`config.mk`:
```
export PLATFORM = sky130hd
export DESIGN_NAME = axi_rd_master
export DESIGN_NICKNAME = d
export VERILOG_FILES = /design/src/rtl/axi_rd_master.sv
export SDC_FILE = /design/constraint.sdc
export NUM_CORES = 1
export LEC_CHECK = 0
export CAP_MARGIN = 20
export CORE_MARGIN = 1.5
export CORE_UTILIZATION = 34
export CTS_CLUSTER_DIAMETER = 100
export CTS_CLUSTER_SIZE = 40
export DETAILED_ROUTE_END_ITERATION = 8
export PLACE_DENSITY = 0.73
export SLEW_MARGIN = 20
export SYNTH_ARGS = -nofsm -noshare
export SYNTH_HDL_FRONTEND = slang
export SYNTH_SLANG_ARGS = --single-unit
```
`constraint.sdc`:
```
create_clock -name aclk -period 1.9 [get_ports aclk]
set_clock_uncertainty 0.15 [all_clocks]
set_input_delay 0.19 -clock aclk [delete_from_list [all_inputs] [get_ports aclk]]
set_output_delay 0.19 -clock aclk [all_outputs]
set_load 0.02 [all_outputs]
```
`src/rtl/axi_rd_master.sv`:
```
// AXI4 read-channel initiator: one burst command at a time, single AR request, R beats
// streamed straight through to a local consumer, then a one-cycle done/done_err report.
module axi_rd_master #(
   parameter int unsigned ADDR_W = 32,
   parameter int unsigned DATA_W = 32,
   parameter int unsigned ASIZE  = $clog2(DATA_W / 8),
   parameter logic [1:0]  ID_VAL = 2'b00
) (
   input  logic              aclk,
   input  logic              aresetn,
   input  logic              cmd_valid,
   output logic              cmd_ready,
   input  logic [ADDR_W-1:0] cmd_addr,
   input  logic [7:0]        cmd_len,
   input  logic [1:0]        cmd_burst,
   output logic [1:0]        arid,
   output logic [ADDR_W-1:0] araddr,
   output logic [7:0]        arlen,
   output logic [ASIZE-1:0]  arsize,
   output logic [1:0]        arburst,
   output logic              arvalid,
   input  logic              arready,
   input  logic [DATA_W-1:0] rdata,
   input  logic [1:0]        rresp,
   input  logic              rlast,
   input  logic              rvalid,
   output logic              rready,
   output logic [DATA_W-1:0] rd_data,
   output logic              rd_valid,
   input  logic              rd_ready,
   output logic              rd_last,
   output logic              done,
   output logic              done_err
);

   typedef enum logic [1:0] {StIdle, StAddr, StData, StResp} state_e;

   state_e              state_q, state_d;
   logic [ADDR_W-1:0]   araddr_q, araddr_d;
   logic [7:0]          arlen_q, arlen_d;
   logic [1:0]          arburst_q, arburst_d;
   logic                arvalid_q, arvalid_d;
   logic [7:0]          cnt_q, cnt_d;
   logic                err_q, err_d;
   logic                done_q, done_d;
   logic                done_err_q, done_err_d;

   logic in_data;
   logic last_cnt;
   logic beat;

   assign in_data  = (state_q == StData);
   assign last_cnt = (cnt_q == 8'd0);
   assign beat     = in_data && rvalid && rd_ready;

   always_comb begin
      state_d    = state_q;
      araddr_d   = araddr_q;
      arlen_d    = arlen_q;
      arburst_d  = arburst_q;
      arvalid_d  = arvalid_q;
      cnt_d      = cnt_q;
      err_d      = err_q;
      done_d     = 1'b0;
      done_err_d = 1'b0;
      case (state_q)
         StIdle: begin
            if (cmd_valid) begin
               if (!cmd_burst[1]) begin
                  araddr_d  = cmd_addr;
                  arlen_d   = cmd_len;
                  arburst_d = cmd_burst;
                  arvalid_d = 1'b1;
                  state_d   = StAddr;
               end else begin
                  // WRAP/reserved: never reaches the bus, reported as an error at once
                  err_d      = 1'b1;
                  done_d     = 1'b1;
                  done_err_d = 1'b1;
                  state_d    = StResp;
               end
            end
         end
         StAddr: begin
            if (arready) begin
               arvalid_d = 1'b0;
               cnt_d     = arlen_q;
               err_d     = 1'b0;
               state_d   = StData;
            end
         end
         StData: begin
            if (beat) begin
               // Burst length is ours, not the slave's: a wrong rlast only flags an error
               err_d = err_q | (rresp != 2'b00) | (rlast != last_cnt);
               cnt_d = cnt_q - 8'd1;
               if (last_cnt) begin
                  done_d     = 1'b1;
                  done_err_d = err_d;
                  state_d    = StResp;
               end
            end
         end
         StResp:  state_d = StIdle;
         default: state_d = StIdle;
      endcase
   end

   always_ff @(posedge aclk or negedge aresetn) begin
      if (!aresetn) begin
         state_q    <= StIdle;
         araddr_q   <= '0;
         arlen_q    <= '0;
         arburst_q  <= '0;
         arvalid_q  <= 1'b0;
         cnt_q      <= '0;
         err_q      <= 1'b0;
         done_q     <= 1'b0;
         done_err_q <= 1'b0;
      end else begin
         state_q    <= state_d;
         araddr_q   <= araddr_d;
         arlen_q    <= arlen_d;
         arburst_q  <= arburst_d;
         arvalid_q  <= arvalid_d;
         cnt_q      <= cnt_d;
         err_q      <= err_d;
         done_q     <= done_d;
         done_err_q <= done_err_d;
      end
   end

   assign cmd_ready = (state_q == StIdle);
   assign arid      = ID_VAL;
   assign araddr    = araddr_q;
   assign arlen     = arlen_q;
   assign arsize    = ASIZE'(ASIZE);
   assign arburst   = arburst_q;
   assign arvalid   = arvalid_q;
   assign rready    = in_data & rd_ready;
   assign rd_data   = rdata;
   assign rd_valid  = in_data & rvalid;
   assign rd_last   = in_data & last_cnt;
   assign done      = done_q;
   assign done_err  = done_err_q;

endmodule

```
Word-level counts from Yosys, hierarchy flattened
Cells that the tools add are included.

storage, ports and cells
  bits in latches = 0
  RAM bits = 0
  memory bits (read-only) = 0
  register bits after elaboration = 55
  logic and storage cells = 64
  input port bits = 83
  memories = 0

cells by class
  shift operators = 0
  bitwise gates (word level) = 6
  $lt $le $gt $ge = 0
  eq/ne operators = 10
  add/subtract/negate cells = 1
  div/mod/pow operators = 0
  muxes and demuxes = 25
  multipliers = 0
  reductions and logical operators = 13

operators with widths
  cell                 number
  $mux 8               2
  $pmux 8 s2           1
  $mux 1               12
  $mux 2               5
  $logic_not 8->1      1
  $pmux 2 s4           1
  $reduce_and 4->1     2
  $sub 8x1->8 const B  1
  $ne 2x1->1 const B   3
  $ne 2x2->1 const B   3
  $pmux 1 s2           3
  $reduce_and 3->1     2
  $reduce_bool 2->1    3
  $reduce_and 5->1     1
  $eq 2x2->1 const B   2
  $and 1x1->1          3
  $pmux 1 s3           1
  $reduce_bool 3->1    1
  $eq 2x1->1 const B   1
  $logic_and 1x1->1    2
  $logic_not 2->1      1
  $or 1x1->1           2
  $ne 1x1->1           1
  $not 1->1            1

Depth between registers and ports, before layout
  word-level depth = 6
  depth in mapped cells = 8

Worst setup path before layout
OpenSTA, ideal clock, no wires.

  path type = reg-to-reg
  start = reg state_q[0]
  end = reg araddr_q[0] (netlist: araddr[0])
  stages on the path, launching flop included = 7
  required time = 1.625 ns
  arrival = 1.605 ns
  library setup time = 0.125 ns
  clock period less this slack = 1.879 ns
  slack = 0.021 ns
  path buffers = 2
  cell sequence = dfrtp_1 > inv_1 > ha_1 > buf_2 > nand3b_1 > buf_2 > mux2_2

on the way
  longest elaborated chain between the ends = 2

ends and longest elaborated chain
  what                               RTL line  source
  start, declared                    38        state_e state_q, state_d;
  start signal, assigned             111       state_q <= StIdle;
  start signal, assigned             121       state_q <= state_d;
  $logic_not 2->1                    --
  net cmd_ready                      12        output logic cmd_ready,
  $reduce_and 3->1 (no source line)  --
  end signal, assigned               122       araddr_q <= araddr_d;
  end, declared                      39        logic [ADDR_W-1:0] araddr_q, araddr_d;

The timed path passes the listed nets, and every way through them passes these cells.
A chain may end at the register's enable or synchronous reset.

Worst setup path in the final report
  start = reg cnt_q[6]
  end = out rd_last

on the way
  longest elaborated chain between the ends = 2

ends and longest elaborated chain
  what                    RTL line  source
  start, declared         43        logic [7:0] cnt_q, cnt_d;
  start signal, assigned  126       cnt_q <= cnt_d;
  $logic_not 8->1         53        assign last_cnt = (cnt_q == 8'd0);
  $and 1x1->1             143       assign rd_last = in_data & last_cnt;
  end, declared           31        output logic rd_last,

No other way between the ends.

==> metrics.md <==
| Metric | Value |
|---|---|
| Final setup violation count | `0` |
| RSZ-0062 raised after global routing | `true` |
| Max-cap viol count | `0` |
| GR Util All Layers | `14.3%` |
| Crit path kind | `register to output pin` |
| Die area | `8740 um2` |
| Pins over their slew limit | `0` |
| Mapped Avg Cell Area | `12.0 um2` |
| Initial antenna violation count | `0` |
| Clock power share | `9.3%` |
| HP Class | `input pin to output pin` |
| Seq/Total Area, Yosys | `~49%` |
| Final worst slack | `0.0331 ns` |
| CP required | `1.56 ns` |
| Placed cell area | `between 3000 and 4000 um2` |
| Ys async rst share | `100%` |
| Clock Sinks | `55` |
| Largest net degree at the start of global routing | `32` |
| Post-route ant nets | `0` |
| Tightest Pin Transition | `0.574 ns` |
| #FFs+latches synth | `55` |
| Vias per cell | `approximately 4.8` |
| Initial Utilization | `35.5%` |
| Crit-path cells | `nor4_4, and3_4, and2_4, buf_6` |
| WL final | `between 6000 and 7000 um` |
| Routability cong. | `0.791` |
| Inserted Diodes | `0` |
| Share of layout cells above drive strength 1 | `33.9%` |
| Achievable Freq | `536 MHz` |
| WHS | `0.230 ns` |
| Tcrit/Tclk final | `98.3%` |
| NetSw | `2.60 mW` |
| Total grt overflow | `0` |
| Layout Nets | `418` |
| Total CTS buffers | `5` |
| Arrival @ worst endpoint | `1.53 ns` |
| CORE AREA | `7850 um2` |
| CTS tree | `yes` |
| Crit path depth | `4` |
| DRC Markers | `0` |
| Slowest cell delay on critical path | `about 0.43 ns` |
| Layout fillers | `690` |
| Switching part of the total | `37.5%` |
| YS warnings | `0` |
| Clock latency on the worst-skew pair | `just over 0.3 ns` |
| Max VDD drop | `784 uV` |
| Buf/Inv on CP | `1` |
| RR Endpoint | `cnt_q[7]` |
| Critical path launch point type | `register` |
| Crit. Startpoint | `cnt_q[6]` |
| FF/Latch Area | `1380 um2` |
| Final HPWL DP | `approximately 4700 um` |
| Sequential power share | `30.2%` |
| Pwr dens | `roughly 1700 nW/um2` |
| Vias | `between 2k and 2.5k` |
| Leak Pwr | `1.85 nW` |
| Slew HR | `61.7%` |
| Fin area | `4190 um2` |
| End point of the critical path | `rd_last` |
| Pre-CTS WS | `-0.204 ns` |
| Synth unique cells | `39` |
| Internal cell power | `~4.3 mW` |
| First-pass GRT wire length | `about 9700 um` |
| Setup TNS | `0 ns` |
| Tmin final | `1.87 ns` |
| Worst r2r src | `state_q[0]` |
| Mapped Area | `2790 um2` |
| Port Buffers | `98` |
| R2R depth | `6` |
| Reg-to-reg slack, setup | `0.07 ns` |
| Initial DRC Count | `78` |
| Most common flop cell mapped by yosys | `dfrtp_1` |
| EDFF count, synth | `0` |
| Multi-input logic area | `1230 um2` |
| Vias in the first global route | `~2.0k` |
| Routed length per placed instance | `15.9 um` |
| Root buf cell | `clkbuf_8` |
| CTS max path bufs | `2` |
| Chip width | `93.5 um` |
| Row Count | `32` |
| Fin. Hold Viols | `0` |
| Slowest-stage cell, CP | `dfrtp_1` |
| Detailed Routing Iterations Pass 1 | `4` |
| Io pins | `168` |
| Worst hold path depth | `0` |
| Critical path's top delay family | `simple AND/OR/NAND/NOR gates` |
| CP Capture Type | `output pin` |
| Gate Count Post-Synth | `232` |
| CTS H-tree lvls | `2` |
| Status | `completed` |
| Layout area overhead | `50.4%` |
| Core Util, Final | `between 50% and 60%` |
| Reg clk slew, reported paths | `0.10 ns` |
| Die height | `93.5 um` |
| Worst Path Max Fanout | `2` |
| Combinational group share of total power | `60.5%` |
[per-layer routing]
metal	up-vias	routed length (um)	track usage [%]
li1	956	-	-
met1	999	2760	17.0
met2	92	3410	24.2
met3	17	600	4.47
met4	0	102	5.05
met5	-	0	0
[state kept, by name, indices dropped and copies added, names as in the netlist]
register / count
araddr: 32
arlen: 8
cnt_q: 8
state_q: 2
arburst: 1
arvalid: 1
done: 1
done_err: 1
err_q: 1
[cell families (layout without fill, tap and decap cells)]
kind of cell | Yosys count | in the layout | synth area share (%)
AOI/OAI and AO/OA | 28 | 28 | 7.19
buffers and inverters | 53 | 148 | 12.5
adders and majority gates | 6 | 6 | 2.70
and+or+nand+nor | 40 | 40 | 8.72
other | 2 | 5 | 0.270
DFF | 55 | 55 | 49.4
xor gates and xnor gates | 1 | 1 | 0.315
muxes | 47 | 47 | 18.9
[layout by cell type, fill, tap and decap left out, types with 3 or more instances in the layout]
cell type / n
nand3_1: 5
mux2_2: 24
inv_2: 4
mux2_4: 18
conb_1: 5
a2bb2oi_1: 4
buf_6: 4
buf_12: 3
a21oi_2: 3
o21ai_0: 7
nand2b_1: 3
mux2i_1: 5
clkdlybuf4s50_1: 93
clkbuf_8: 5
and2_1: 3
nand2_1: 9
ha_2: 3
inv_1: 3
dfrtp_1: 55
buf_2: 3
a21oi_1: 4
buf_4: 25
[worst min-delay path by stage]
stage | slack (ns) | end | from
2_1_floorplan | -0.26 | araddr[0] | aresetn
3_3_place_gp | 0.07 | araddr[9] | aresetn
3_5_place_dp | 0.07 | araddr[9] | aresetn
4_1_cts | 0.23 | rd_data[16] | rdata[16]
5_1_grt | 0.23 | rd_data[15] | rdata[15]
6_report | 0.23 | rd_data[11] | rdata[11]
[stage by stage]
stage                     power (mW)  std cells
final                           6.95        432
after global routing            7.38        432
after CTS                       6.61        428
after detailed placement        5.84        416
after global placement          5.74        416
after floorplan                 4.20        235
[what timing repair did]
item	CTS	global route
resized for setup	18	41
endpoints found under the hold margin	24	0
endpoints found under the setup margin	40	49
setup buffers	2	2
gates cloned	1	2
hold buffers	1	0
pin swaps	2	11
[area by class of cell]
type	instances	area share, %
sequential	55	32.9
timing repair buffer	133	32.0
multi-input combinational	127	29.5
tap	102	3.05
clock buffer	6	1.73
inverter	7	0.627
clock inverter	2	0.299
[cells in the mapped netlist (2+ instances only)]
master     count  share of area, %
ha_1           6               2.7
o21ai_0        7               1.3
o22ai_1        2              0.45
nor2_1         3              0.40
clkbuf_1       3              0.40
nor3_1         3              0.54
conb_1         2              0.27
nand4_1        2              0.45
nand3_1        5              0.90
a21oi_1        7               1.3
mux2i_1        5               1.8
inv_1          7              0.94
and2_1         4              0.90
buf_2          5              0.90
mux2_2        41                17
buf_4         38                10
dfrtp_1       55                49
nand2_1        9               1.2
a2bb2oi_1      4               1.3
or3_1          3              0.67
nand2b_1       3              0.67
[power by group through the flow]
| stage | Sequential, mW | Combinational, mW | Clock [mW] |
|---|---|---|---|
| global route | 2.17 | 4.49 | 0.721 |
| floorplan | 2.69 | 1.51 | 0 |
| detailed placement | 2.11 | 3.72 | 0 |
| finish | 2.10 | 4.20 | 0.643 |
| global placement | 2.08 | 3.66 | 0 |
| CTS | 2.08 | 3.84 | 0.677 |
No activity file was read; power rests on OpenSTA's default activity.
